`src/rtl/lif_neuron_multi.sv`:
```
//==============================================================================
// Module      : lif_neuron_multi
// Description : N-synapse leaky integrate-and-fire neuron with bit-serial
//               configuration of weights, threshold, leak shift and refractory.
// Revision    : 1.0 - initial release
//==============================================================================
`default_nettype none

module lif_neuron_multi #(
  parameter int W      = 8,
  parameter int N      = 4,
  parameter int WW     = 4,
  parameter int LEAK_W = 3,
  parameter int REF_W  = 4
) (
  input  logic         clk,
  input  logic         rst,
  input  logic         set_vars,
  input  logic         cfg_bit,
  input  logic [N-1:0] syn,
  output logic         axon,
  output logic [W-1:0] V,
  output logic         cfg_err
);

  localparam int c_frame_len = N*WW + W + LEAK_W + REF_W;
  localparam int c_cnt_w     = $clog2(c_frame_len + 2);
  localparam int c_sum_w     = W + $clog2(N);
  localparam int c_nv_w      = c_sum_w + 1;
  localparam int c_thr_lsb   = LEAK_W + REF_W;
  localparam int c_w_lsb     = c_thr_lsb + W;

  typedef enum logic [0:0] {
    ST_INTEG = 1'b0,
    ST_REFR  = 1'b1
  } state_t;

  logic [c_frame_len-1:0] r_sreg;
  logic [c_cnt_w-1:0]     r_cnt;
  logic [N-1:0][WW-1:0]   r_w;
  logic [W-1:0]           r_thresh;
  logic [LEAK_W-1:0]      r_leak_sh;
  logic [REF_W-1:0]       r_refr;
  logic [REF_W-1:0]       r_rcnt;
  state_t                 r_state;

  logic                   w_commit;
  logic                   w_frozen;
  logic [c_sum_w-1:0]     w_sum;
  logic [W-1:0]           w_leak;
  logic [c_nv_w-1:0]      w_nv;
  logic [W-1:0]           w_nv_sat;
  logic                   w_fire;
  state_t                 w_state_nxt;
  logic [W-1:0]           w_v_nxt;
  logic                   w_axon_nxt;
  logic [REF_W-1:0]       w_rcnt_nxt;

  // A nonzero count means at least one config bit arrived since the last commit
  assign w_commit = !set_vars && (r_cnt != '0);
  assign w_frozen = set_vars || w_commit;

  always_comb begin
    w_sum = '0;
    for (int i = 0; i < N; i++) begin
      if (syn[i]) w_sum = w_sum + c_sum_w'(r_w[i]);
    end
  end

  assign w_leak   = (r_leak_sh == '0) ? '0 : (V >> r_leak_sh);
  assign w_nv     = c_nv_w'(V) - c_nv_w'(w_leak) + c_nv_w'(w_sum);
  assign w_nv_sat = (w_nv > c_nv_w'({W{1'b1}})) ? {W{1'b1}} : w_nv[W-1:0];
  assign w_fire   = (r_thresh != '0) && (w_nv_sat >= r_thresh);

  always_comb begin
    w_state_nxt = r_state;
    w_v_nxt     = V;
    w_axon_nxt  = 1'b0;
    w_rcnt_nxt  = r_rcnt;
    if (!w_frozen) begin
      case (r_state)
        ST_INTEG: begin
          if (w_fire) begin
            w_v_nxt    = '0;
            w_axon_nxt = 1'b1;
            if (r_refr != '0) begin
              w_state_nxt = ST_REFR;
              w_rcnt_nxt  = r_refr;
            end
          end else begin
            w_v_nxt = w_nv_sat;
          end
        end
        ST_REFR: begin
          w_v_nxt    = '0;
          w_rcnt_nxt = r_rcnt - REF_W'(1);
          if (r_rcnt <= REF_W'(1)) w_state_nxt = ST_INTEG;
        end
        default: w_state_nxt = ST_INTEG;
      endcase
    end
  end

  always_ff @(posedge clk or negedge rst) begin
    if (!rst) begin
      r_state <= ST_INTEG;
      r_rcnt  <= '0;
      V       <= '0;
      axon    <= 1'b0;
    end else begin
      r_state <= w_state_nxt;
      r_rcnt  <= w_rcnt_nxt;
      V       <= w_v_nxt;
      axon    <= w_axon_nxt;
    end
  end

  // Configuration capture and commit; only a frame of exactly the right length is accepted
  always_ff @(posedge clk or negedge rst) begin
    if (!rst) begin
      r_sreg    <= '0;
      r_cnt     <= '0;
      r_w       <= '0;
      r_thresh  <= '1;
      r_leak_sh <= '0;
      r_refr    <= '0;
      cfg_err   <= 1'b0;
    end else begin
      cfg_err <= 1'b0;
      if (set_vars) begin
        r_sreg <= {r_sreg[c_frame_len-2:0], cfg_bit};
        if (r_cnt != c_cnt_w'(c_frame_len + 1)) r_cnt <= r_cnt + c_cnt_w'(1);
      end else if (w_commit) begin
        r_cnt <= '0;
        if (r_cnt == c_cnt_w'(c_frame_len)) begin
          for (int i = 0; i < N; i++) begin
            r_w[i] <= r_sreg[c_w_lsb + i*WW +: WW];
          end
          r_thresh  <= r_sreg[c_thr_lsb +: W];
          r_leak_sh <= r_sreg[REF_W +: LEAK_W];
          r_refr    <= r_sreg[0 +: REF_W];
        end else begin
          cfg_err <= 1'b1;
        end
      end
    end
  end

endmodule

`default_nettype wire

```
`config.mk`:
```
export PLATFORM = sky130hd
export DESIGN_NAME = lif_neuron_multi
export DESIGN_NICKNAME = d
export VERILOG_FILES = /design/src/rtl/lif_neuron_multi.sv
export SDC_FILE = /design/constraint.sdc
export NUM_CORES = 1
export LEC_CHECK = 0
export ABC_AREA = 0
export CAP_MARGIN = 20
export CORE_ASPECT_RATIO = 2
export CORE_MARGIN = 3
export CORE_UTILIZATION = 55
export DETAILED_ROUTE_END_ITERATION = 12
export HOLD_SLACK_MARGIN = 0.03
export PLACE_DENSITY = 0.76
export SYNTH_ARGS = -nofsm -noshare
export SYNTH_HDL_FRONTEND = slang
export SYNTH_SLANG_ARGS = --single-unit
```
`constraint.sdc`:
```
create_clock -name clk -period 13.9 [get_ports clk]
set_clock_uncertainty 0.15 [all_clocks]
set_input_delay 2.78 -clock clk [delete_from_list [all_inputs] [get_ports clk]]
set_output_delay 2.78 -clock clk [all_outputs]
set_load 0.01 [all_outputs]
```
== Word-level counts from Yosys, hierarchy flattened ==
Cells that the tools add are included.

* Register bits: 83
* Latch bits: 0
* Memory bits (writable): 0
* ROM bits: 0
* Output and inout port bits: 10
* Logic and storage cells: 69
* Memories kept: 0

* Add/subtract/negate cells: 7
* Multipliers: 0
* Divide/modulo/power cells: 0
* $lt $le $gt $ge: 3
* Eq/ne operators: 5
* Shifts and indexed selects: 1
* Muxes and demuxes: 24
* Bitwise logic cells: 3
* Reductions and logical operators: 12

{| class="wikitable"
|+ Operators by type and width
! operator !! number
|-
| 10-bit by 4-bit adder with 10-bit output || 3
|-
| 10-bit 2-to-1 mux || 3
|-
| 8-bit 2-to-1 mux || 3
|-
| 6-bit 2-to-1 mux || 3
|-
| 8-bit one-hot mux with 2 select lines || 1
|-
| 4-bit 2-to-1 mux || 3
|-
| 11-bit by 10-bit adder with 11-bit output || 1
|-
| 11-bit by 8-bit greater-than comparator with 1-bit output, second input constant || 1
|-
| 1-bit 2-to-1 mux || 9
|-
| 8-bit by 8-bit subtractor with 9-bit output || 1
|-
| 8-bit >= comparator || 1
|-
| 4-bit one-hot mux with 2 select lines || 1
|-
| 8-bit nonzero test || 1
|-
| 8-bit by 3-bit >> shifter with 8-bit output || 1
|-
| 6-bit by 1-bit adder with 6-bit output, second input constant || 1
|-
| 6-bit by 5-bit equality test with 1-bit output, second input constant || 1
|-
| 6-bit inequality test, second input constant || 1
|-
| 3-bit AND reduction || 2
|-
| 6-bit nonzero test || 1
|-
| 4-bit by 1-bit less-or-equal comparator with 1-bit output, second input constant || 1
|-
| 2-bit inequality test, second input constant || 2
|-
| 4-bit nonzero test || 1
|-
| 4-bit by 1-bit subtractor with 4-bit output, second input constant || 1
|-
| 3-bit zero test || 1
|-
| other kinds (8) || 11
|}

== Logic depth before layout (Yosys ltp) ==
Gate-level depths: netlist (run 1).

* Depth after elaboration: 15
* Depth in mapped cells: 32
* Mapped depth without buffers: 30

== Worst setup path after synthesis (run 1) ==
No wires, ideal clock.

* Path kind: in2reg
* From: input port syn[0]
* To: register V[3]
* Library setup time: 0.083 ns
* Arrival: 8.765 ns
* Data required time: 13.667 ns
* Slack: 4.903 ns
* Stages on the path: 27
* Buffers on the path: 0
* Cell sequence: and2_1 ha_1 inv_1 fa_1 mux2i_1 fa_1 mux2i_1 inv_1 ha_1 a21o_1 a21oi_1 nor2b_1 o21ai_0 mux2i_1 a221o_1 ha_1 o21ai_1 a21oi_1 nand2_1 or3_1 a2111oi_4 nor2_1 ha_1 a211oi_1 a21oi_1 o41a_1 o21ai_0

* Cells in the longest elaborated chain, start to end: 14

{| class="wikitable"
|+ Ends and longest elaborated chain
! item !! RTL line !! source
|-
| start: declaration || 20 || <nowiki>input logic [N-1:0] syn,</nowiki>
|-
| 4-bit 2-to-1 mux * || 66 || <nowiki>if (syn[i]) w_sum = w_sum + c_sum_w'(r_w[i]);</nowiki>
|-
| 10-bit by 4-bit adder with 10-bit output || 66 ||
|-
| 10-bit 2-to-1 mux * || 66 ||
|-
| 10-bit by 4-bit adder with 10-bit output || 66 ||
|-
| 10-bit 2-to-1 mux * || 66 ||
|-
| 10-bit by 4-bit adder with 10-bit output || 66 ||
|-
| 10-bit 2-to-1 mux * || 66 ||
|-
| 11-bit by 10-bit adder with 11-bit output * || 71 || <nowiki>assign w_nv = c_nv_w'(V) - c_nv_w'(w_leak) + c_nv_w'(w_sum);</nowiki>
|-
| 11-bit by 8-bit greater-than comparator with 1-bit output || 72 || <nowiki>assign w_nv_sat = (w_nv > c_nv_w'({W{1'b1}})) ? {W{1'b1}} : w_nv[W-1:0];</nowiki>
|-
| 8-bit 2-to-1 mux * || 72 ||
|-
| 8-bit >= comparator || 73 || <nowiki>assign w_fire = (r_thresh != '0) && (w_nv_sat >= r_thresh);</nowiki>
|-
| 1-bit logical AND || 73 ||
|-
| 8-bit 2-to-1 mux * || 83 || <nowiki>if (w_fire) begin</nowiki>
|-
| 8-bit one-hot mux with 2 select lines * || 81 || <nowiki>case (r_state)</nowiki>
|-
| end signal: assignment || 113 || <nowiki>V <= w_v_nxt;</nowiki>
|-
| end: declaration || 22 || <nowiki>output logic [W-1:0] V,</nowiki>
|}

Mark *: on every way between the ends. The rest lies on a longest branch, timed or not.
A chain may end at the register's enable or synchronous reset.

== Worst setup path after layout (run 1) ==
* From: input port syn[0]
* To: register r_rcnt[2]

* Cells in the longest elaborated chain, start to end: 14

{| class="wikitable"
|+ Ends and longest elaborated chain
! item !! RTL line !! source
|-
| 4-bit 2-to-1 mux * || 66 ||
|-
| 10-bit by 4-bit adder with 10-bit output || 66 ||
|-
| 10-bit 2-to-1 mux * || 66 ||
|-
| 10-bit by 4-bit adder with 10-bit output || 66 ||
|-
| 10-bit 2-to-1 mux * || 66 ||
|-
| 10-bit by 4-bit adder with 10-bit output || 66 ||
|-
| 10-bit 2-to-1 mux * || 66 ||
|-
| 11-bit by 10-bit adder with 11-bit output * || 71 ||
|-
| 11-bit by 8-bit greater-than comparator with 1-bit output || 72 ||
|-
| 8-bit 2-to-1 mux * || 72 ||
|-
| 8-bit >= comparator * || 73 ||
|-
| 1-bit logical AND * || 73 ||
|-
| 2-bit inequality test (no source line) * || -- ||
|-
| 3-bit AND reduction (no source line) * || -- ||
|-
| end signal: assignment || 112 || <nowiki>r_rcnt <= w_rcnt_nxt;</nowiki>
|-
| end: declaration || 44 || <nowiki>logic [REF_W-1:0] r_rcnt;</nowiki>
|}

Marked as above.

==> results.cfg, run 1 <==
[pwr]
total_power_mw = 1.23
leakagePower_nw = 2.65
p_seq_share_pct = 28.6
powerDensity_nw_per_um2 = 209
p_int_mw = 0.703
p_switching_mw = 0.527
pwr-share-comb_pct = 52.9
power.share.switching_pct = 42.8
p_clk_share_pct = 18.5
worst_ir_drop_vdd_mv = 0.121

[global_route]
grt_pass1_wl_um = 18400
grt_pass1_vias = 3995
grt_overflow_total = 0
grt_antenna_before_repair = 0
grt_max_degree = 84
grtUsageTotal_pct = 21.5

[timing]
relSlewSlack_pct = 49.6
timing.fmax_mhz = 101
period_share_pct = 71.5
setup_ws_ns = 3.96
finalSetupTns_ns = 0
rsz0062_at_grt = no
min_period_ns = 9.94
setup_viol = 0
tightest_slew_ns = 0.756
hold_violations = 0
slew_violations = 0

[placed_design]
place_hpwl_um = 8310
port_buffers = 17
place_congestion = 0.894
post-place-ws_ns = 3.67

[layout]
area_delta_synth_final_pct = 10.2
diodes = 0
drive_gt1_share_pct = 19.0
final_cell_mix = dfrtp_1 (75), o21ai_0 (41), nand2_1 (40), mux2_2 (39), ha_1 (37)
nNetsFinal = 565
layout_commonest_cell = dfrtp_1
n_fill_cell = 793

[worst_setup_path]
cpMostUsedCell = ha_1
cpPeakStageDelay_ns = 0.56
slowest_stage = a211oi_1
worstPathRequired_ns = 14.01
critical_path_arrival_ns = 10.05
cp_max_fo = 5
crit_type = input pin to flop
critPathLaunchType = input pin
end_kind = flop

[synthesis]
synth-seq-cells = 83
yosysWarningCount = 0
ys_seq_area_share_pct = 39.0
syn_area_um2 = 5350
synth_compound_gate_area_share_pct = 14.7
syn-num-nets = 553
synth_top_family_by_area = multiplexers
synth_cell_types = 66
synthArstFlopShare_pct = 100
synthMuxAreaShare_pct = 15.3
synthXorXnorAreaFrac_pct = 3.27
synthSimpleGateAreaFrac_pct = 12.4
ys.flop_type = dfrtp_1
synth_fa_ha_area_share_pct = 10.9
postSynthCellCount = 503
synth-edff-count = 0
syn_avg_cell_area_um2 = 10.6

[floorplanning]
die_y_um = 146
io_pins = 18
coreArea_um2 = 9450
initial_utilization_pct = 56.7
die_x_um = 75.8
row_count = 50
die_area_um2 = 11000

[detailed_routing]
vias = 3815
drt_iter0_drc = 167
routed_via_density = 5.87
first_pass_iters = 4
wl_um = 10900
drc = 0
drtAntennaViolNets = 0
avgRoutedWirePerCell_um = 16.8

[status]
status = completed

[clock_tree]
numCtsBuffers = 9
cts_resized = 0
clock-sinks = 83
clk_latency_ns = 0.34
hold_buffers = 0
cts_root_buf = clkbuf_16
clockBufferDepth = 2
cts_tree = done
path_clk_slew_ns = 0.06
post-cts-setup-buffers = 0
h-tree-depth = 3

[job]
max_cap_violations = 0

[hold_path]
hold_path_class = flop to flop
==> per-layer routing <==
metal / wire (µm) / up-vias / track usage (%)
met2: 6330 / 67 / 39.1
met1: 3960 / 1885 / 22.3
met5: 0 / - / 0
met4: 375 / 0 / 10.4
li1: - / 1841 / -
met3: 264 / 22 / 3.80
==> path summary, 6_finish.rpt <==
path	slack (ns)	from	cells past startpoint	end
setup / recovery	3.96	syn[0]	29	r_rcnt[2]$_DFFE_PN0P_
hold / removal	0.36	r_sreg[8]$_DFFE_PN0P_	2	r_thresh[1]$_DFFE_PN1P_
setup reg to reg	6.51	r_w[0]$_DFFE_PN0P_	28	r_rcnt[2]$_DFFE_PN0P_
hold reg to reg	0.36	r_sreg[8]$_DFFE_PN0P_	2	r_thresh[1]$_DFFE_PN1P_
max in group asynchronous	10.84	rst	2	r_thresh[3]$_DFFE_PN1P_
min in group asynchronous	2.15	rst	1	r_state$_DFFE_PN0P_
==> worst max-delay path: cells and delay by family <==
kind	cells	cell delay, ns
compound gates	12	3.00
buf+inv	3	0.67
simple gates	5	0.86
fa+ha+maj	6	2.03
mux	3	0.73
==> registers in the layout (all words and copies together) (netlist names) <==
name	count
cfg_err	1
V	8
r_refr	4
r_cnt	6
r_leak_sh	3
r_sreg	31
r_rcnt	4
r_thresh	8
r_state	1
r_w	16
axon	1
==> logic make-up (layout without fill, tap and decap cells) <==
family	Yosys count	in the layout
AOI/OAI and AO/OA	116	116
and+or+nand+nor	121	121
xor gates and xnor gates	20	20
buffers and inverters	52	69
adders and majority gates	44	44
muxes	67	67
DFF	83	83
==> power groups by stage <==
stage                     combinational [mW]  clock (mW)  sequential (mW)
after global routing                   0.720       0.241            0.360
after global placement                 0.624           0            0.354
after CTS                              0.650       0.230            0.353
after floorplan                        0.485           0            0.338
final                                  0.651       0.227            0.352
after detailed placement               0.646           0            0.357
==> Yosys cell counts, types with 3 or more instances <==
| master | instances | area share [%] |
|---|---|---|
| fa_1 | 5 | 1.9 |
| a32oi_1 | 5 | 0.82 |
| mux2_4 | 20 | 5.6 |
| o21ai_1 | 3 | 0.28 |
| o41a_1 | 3 | 0.63 |
| a21oi_1 | 18 | 1.7 |
| nor2b_1 | 8 | 0.93 |
| ha_1 | 37 | 8.6 |
| dfrtp_1 | 75 | 35 |
| mux2_2 | 39 | 8.2 |
| o21ai_0 | 41 | 3.8 |
| inv_1 | 32 | 2.2 |
| and2_1 | 8 | 0.93 |
| dfstp_2 | 8 | 3.9 |
| clkbuf_1 | 11 | 0.77 |
| a211oi_1 | 7 | 0.98 |
| xnor2_1 | 14 | 2.3 |
| o21a_1 | 7 | 0.98 |
| mux2i_1 | 8 | 1.5 |
| nor2_1 | 17 | 1.2 |
| xor2_1 | 6 | 0.98 |
| nor4_1 | 5 | 0.58 |
| o31ai_1 | 3 | 0.42 |
| a21o_1 | 7 | 0.98 |
| nand3_1 | 12 | 1.1 |
| nand2_1 | 40 | 2.8 |
| nor3_1 | 8 | 0.75 |
| buf_6 | 5 | 1.1 |
==> per-stage QoR <==
step	cells	cell area (µm²)	util, %	hold slack, ns
final	650	5900	62.5	0.363
after global routing	650	5900	62.5	0.386
after CTS	649	5870	62.2	0.363
after detailed placement	633	5590	59.2	0.347
after global placement	633	5590	59.2	0.336
after floorplan	503	5350	-	0.312
==> cell type report <==
class                           count  area, µm²  share of cell area [%]
Multi-Input combinational cell    368       3030                    51.4
Sequential cell                    83       2090                    35.4
Clock buffer                       13        260                    4.41
Timing Repair Buffer               21        218                    3.69
Tap cell                          130        163                    2.76
Inverter                           32        120                    2.04
Clock inverter                      3       21.3                   0.361
Power figures use the tool's default switching activity.
==> run 2, diff against run 1 <==
Settings changed: PLACE_DENSITY 0.76 to 0.79.
Clock period 13.9 ns to 9.1 ns, I/O delays scaled along.
==> run 2 against run 1 <==
  * Worst setup slack worse by 3.5 ns
  * Register-to-register slack worse by 4.5 ns
  * Via count up 1.7%
  * Non-clock buffer count down 1
  * Critical path type unchanged
  * Core utilization about the same
  * Combinational power rose by 60%
  * Cell count fell by 0.15%
  * Flip-flop and latch count unchanged
  * Clock power increased by 49%
  * Largest power group unchanged
  * Design area hardly changed
==> results.cfg, run 2 (synthesized netlist as in run 1, its figures left out) <==
[timing]
hold_violations = 0
tightest_slew_ns = 1.00
period_share_pct = 94.9
setup_viol = 0
timing.fmax_mhz = 116
relSlewSlack_pct = 33.3
setup_ws_ns = 0.468
slew_violations = 0
min_period_ns = 8.63

[floorplanning]
row_count = 50
die_y_um = 146
initial_utilization_pct = 56.7
io_pins = 18
coreArea_um2 = 9450
die_area_um2 = 11000
die_x_um = 75.8

[layout]
stdcell_count = 649
regMostFlops = r_sreg
area_delta_synth_final_pct = 10.3
reg.largest.list = r_sreg x31, r_w x16
nNetsFinal = 564
layout_commonest_cell = dfrtp_1
diodes = 0
n_fill_cell = 743
drive_gt1_share_pct = 20.0
final_cell_mix = dfrtp_1 (75), nand2_1 (40), mux2_2 (39), o21ai_0 (37), ha_1 (37)
largest_reg_flops = 31

[detailed_routing]
avgRoutedWirePerCell_um = 17.1
wl_met3_um = 254
vias = 3878
routed_via_density = 5.98
met1_length_um = 4360
met2WireLength_um = 6140
wl_um = 11100
drc = 0
first_pass_iters = 5
drtAntennaViolNets = 0
drt_iter0_drc = 194
maxUsedRoutingLayer = met4

[hold_path]
hold_depth = 1
worstHoldEndpoint = r_w[15]$_DFFE_PN0P_
hold_path_class = flop to flop
hp-start = r_sreg[30]$_DFFE_PN0P_

[status]
status = completed

[clock_tree]
h-tree-depth = 3
path_clk_slew_ns = 0.06
numCtsBuffers = 9
clock-sinks = 83
cts_root_buf = clkbuf_16
hold_buffers = 0
cts_tree = done
clk_latency_ns = 0.34
clockBufferDepth = 2

[global_route]
grt_pass1_vias = 3865
grt_overflow_total = 0
grt_antenna_before_repair = 0
grt_pass1_wl_um = 18300
grtUsageTotal_pct = 21.4
grt_max_degree = 68

[placed_design]
port_buffers = 17
post-place-ws_ns = -0.115
place_congestion = 0.865
place_hpwl_um = 8240
dp.cells = 633

[worst_setup_path]
rr_worst_depth = 27
end_kind = flop
cpMostUsedCell = ha_1
slowest_stage = clkdlybuf4s50_1
r2r_slack_ns = 2.03
cpPeakStageDelay_ns = 0.50
crit_type = input pin to flop
r2r_end = V[3]$_DFFE_PN0P_
critPathLaunchType = input pin
worstPathRequired_ns = 9.20
path_buf_inv = 3
r2r-start = r_w[0]$_DFFE_PN0P_
critical_path_arrival_ns = 8.74
crit_family = compound AO/OA/AOI/OAI gates
cp_max_fo = 5

[pwr]
leakagePower_nw = 2.64
powerDensity_nw_per_um2 = 325
worst_ir_drop_vdd_mv = 0.165

[job]
max_cap_violations = 0
-- run 2: changes by cell type in the layout (fill, tap and decap cells not counted), sizes merged --
cell	change
buf	-1
clkbuf	-2
clkinv	+1
clkinvlp	+1
-- run 2: worst max path at each step --
stage / depth (start not counted) / endpoint / startpoint / slack (ns)
2_1_floorplan: 27 / V[3]$_DFFE_PN0P_ / syn[0] / 1.06
5_1_grt: 30 / r_rcnt[2]$_DFFE_PN0P_ / syn[0] / -0.07
6_report: 28 / V[3]$_DFFE_PN0P_ / syn[0] / 0.47
3_3_place_gp: 29 / r_rcnt[2]$_DFFE_PN0P_ / syn[0] / 0.20
4_1_cts: 29 / r_rcnt[2]$_DFFE_PN0P_ / syn[0] / 0.22
3_5_place_dp: 29 / r_rcnt[2]$_DFFE_PN0P_ / syn[0] / -0.12
-- run 2: per-layer routing --
metal / vias up / GRT usage (%)
met5: - / 0
met4: 0 / 8.76
met3: 29 / 3.53
met2: 89 / 37.0
met1: 1920 / 25.2
li1: 1840 / -
-- run 2: stage by stage --
| step | hold WS (ns) | total power, mW | area, µm² | util (%) | TNS [ns] |
|---|---|---|---|---|---|
| 2_1_floorplan | 0.312 | 1.26 | 5350 | - | 0 |
| 3_5_place_dp | 0.347 | 1.54 | 5590 | 59.2 | -0.385 |
| 3_3_place_gp | 0.338 | 1.49 | 5590 | 59.2 | 0 |
| 6_report | 0.361 | 1.92 | 5900 | 62.5 | 0 |
| 5_1_grt | 0.383 | 2.06 | 5900 | 62.5 | -0.0696 |
| 4_1_cts | 0.364 | 1.88 | 5870 | 62.1 | 0 |
-- run 2: repair_timing --
| item | CTS | global route |
|---|---|---|
| endpoints found under the setup margin | 0 | 14 |
| resized for setup | 0 | 10 |
| setup buffers | 0 | 0 |
-- run 2: layout make-up --
| type | count | area (µm²) | share of cell area, % |
|---|---|---|---|
| clock buffer | 11 | 243 | 4.11 |
| clock inverter | 5 | 37.5 | 0.636 |
| inverter | 32 | 120 | 2.03 |
| multi-input combinational | 368 | 3060 | 51.9 |
| sequential | 83 | 2090 | 35.4 |
| tap | 130 | 163 | 2.76 |
| timing repair buffer | 20 | 190 | 3.22 |
-- run 2: report_power, final --
group | total, mW | internal [mW] | switching (mW) | leakage, nW
clock | 0.339 | 0.193 | 0.146 | 0.132
combinational | 1.04 | 0.437 | 0.603 | 1.47
sequential | 0.539 | 0.451 | 0.0880 | 1.04
total | 1.92 | 1.08 | 0.837 | 2.64
==> run 3, diff against run 2 <==
Settings changed: ABC_CLOCK_PERIOD_IN_PS set to 9100, SETUP_SLACK_MARGIN set to 0.5, SLEW_MARGIN set to 20.
==> run 3 against run 2 <==
  * Worst setup slack better by 0.28 ns
  * Sequential power about the same
  * Non-clock buffer count up 6
  * Power up 5.3%
  * Maximum frequency up 3.4%
  * Critical endpoint is now V[6]$_DFFE_PN0P_
  * Largest power group unchanged
==> results.cfg, run 3 (synthesized netlist as in run 1, its figures left out) <==
[layout]
area_delta_synth_final_pct = 13.1
regMostFlops = r_sreg
layout_commonest_cell = dfrtp_1
drive_gt1_share_pct = 24.2
largest_reg_flops = 31
reg.largest.list = r_sreg x31, r_w x16
fin_area_um2 = 6050
nNetsFinal = 570
final_cell_mix = dfrtp_1 (75), nand2_1 (39), mux2_2 (39), o21ai_0 (36), ha_1 (34)
diodes = 0
stdcell_count = 655
final_util_pct = 64.1

[clock_tree]
h-tree-depth = 3
clk_latency_ns = 0.34
path_clk_slew_ns = 0.07
cts_root_buf = clkbuf_16
clockBufferDepth = 2
numCtsBuffers = 9
clock-sinks = 83
cts_tree = done

[timing]
slew_violations = 0
finalSetupTns_ns = 0
hold-worst-slack_ns = 0.360
period_share_pct = 91.7
tightest_slew_ns = 0.990
setup_viol = 0
min_period_ns = 8.35
setup_ws_ns = 0.751
hold_violations = 0
relSlewSlack_pct = 34.0
timing.fmax_mhz = 120
rsz0062_at_grt = no

[pwr]
total_power_mw = 2.02
worst_ir_drop_vdd_mv = 0.178
powerDensity_nw_per_um2 = 334
leakagePower_nw = 2.68

[global_route]
grt_overflow_total = 0
grtUsageTotal_pct = 21.5
grt_max_degree = 68
grt_pass1_vias = 3889
grt_antenna_before_repair = 0
grt_pass1_wl_um = 18400

[detailed_routing]
first_pass_iters = 4
drtAntennaViolNets = 0
vias = 3898
drt_iter0_drc = 175
routed_via_density = 5.95
avgRoutedWirePerCell_um = 17.2
drc = 0
wl_um = 11300

[placed_design]
place_congestion = 0.865
post-place-ws_ns = -0.115
place_hpwl_um = 8240
place_area_um2 = 5590
dp.cells = 633
port_buffers = 17

[floorplanning]
die_x_um = 75.8
row_count = 50
coreArea_um2 = 9450
initial_utilization_pct = 56.7
die_y_um = 146
die_area_um2 = 11000
io_pins = 18

[status]
status = completed

[hold_path]
hold_path_class = flop to flop

[worst_setup_path]
cpPeakStageDelay_ns = 0.51
worstPathRequired_ns = 9.20
path_buf_inv = 2
crit_type = input pin to flop
critPathLaunchType = input pin
crit_family = compound AO/OA/AOI/OAI gates
slowest_stage = clkdlybuf4s50_1
cp_max_fo = 5
cpMostUsedCell = ha_1
critical_path_arrival_ns = 8.45
end_kind = flop

[job]
max_cap_violations = 0
==> run 3: cell type report <==
class / count / area [µm²]
Inverter: 32 / 120
Clock inverter: 5 / 37.5
Fill cell: 716 / 3390
Timing Repair Buffer: 26 / 235
Clock buffer: 11 / 243
Sequential cell: 83 / 2090
Multi-Input combinational cell: 368 / 3170
Tap cell: 130 / 163
==> run 3: worst reg2reg max path: cells and delay by family (launching register included) <==
kind	cells	cell delay (ns)
and+or+nand+nor	5	0.80
buffers and inverters	2	0.15
adders and majority gates	6	2.01
AOI/OAI and AO/OA	11	2.53
muxes	3	0.60
DFF	1	0.39
==> run 3: report_power, final <==
group / internal, mW / total [mW] / switching [mW] / leakage (nW)
Sequential: 0.451 / 0.539 / 0.0879 / 1.04
Combinational: 0.490 / 1.14 / 0.650 / 1.51
Clock: 0.193 / 0.340 / 0.147 / 0.132
==> run 3: worst paths after layout <==
kind / startpoint / end / slack (ns) / cells after the start
hold / removal: r_w[3]$_DFFE_PN0P_ / r_w[3]$_DFFE_PN0P_ / 0.36 / 1
setup / recovery: syn[0] / V[6]$_DFFE_PN0P_ / 0.75 / 30
max in group asynchronous: rst / r_sreg[29]$_DFFE_PN0P_ / 6.49 / 2
hold reg to reg: r_w[3]$_DFFE_PN0P_ / r_w[3]$_DFFE_PN0P_ / 0.36 / 1
setup reg to reg: r_w[0]$_DFFE_PN0P_ / V[6]$_DFFE_PN0P_ / 2.39 / 27
min in group asynchronous: rst / r_sreg[6]$_DFFE_PN0P_ / 1.18 / 1
==> run 3: layer usage <==
| metal | global-route usage (%) | part of all wire (%) |
|---|---|---|
| met5 | 0 | 0 |
| met1 | 25.1 | 39 |
| met3 | 3.53 | 2.2 |
| met4 | 8.76 | 3.1 |
| met2 | 37.5 | 56 |
==> run 3: what timing repair did <==
action,CTS,global route
resized for setup,7,27
hold buffers,0,0
setup endpoints to repair,14,14
pin swaps,0,9
setup buffers,0,6
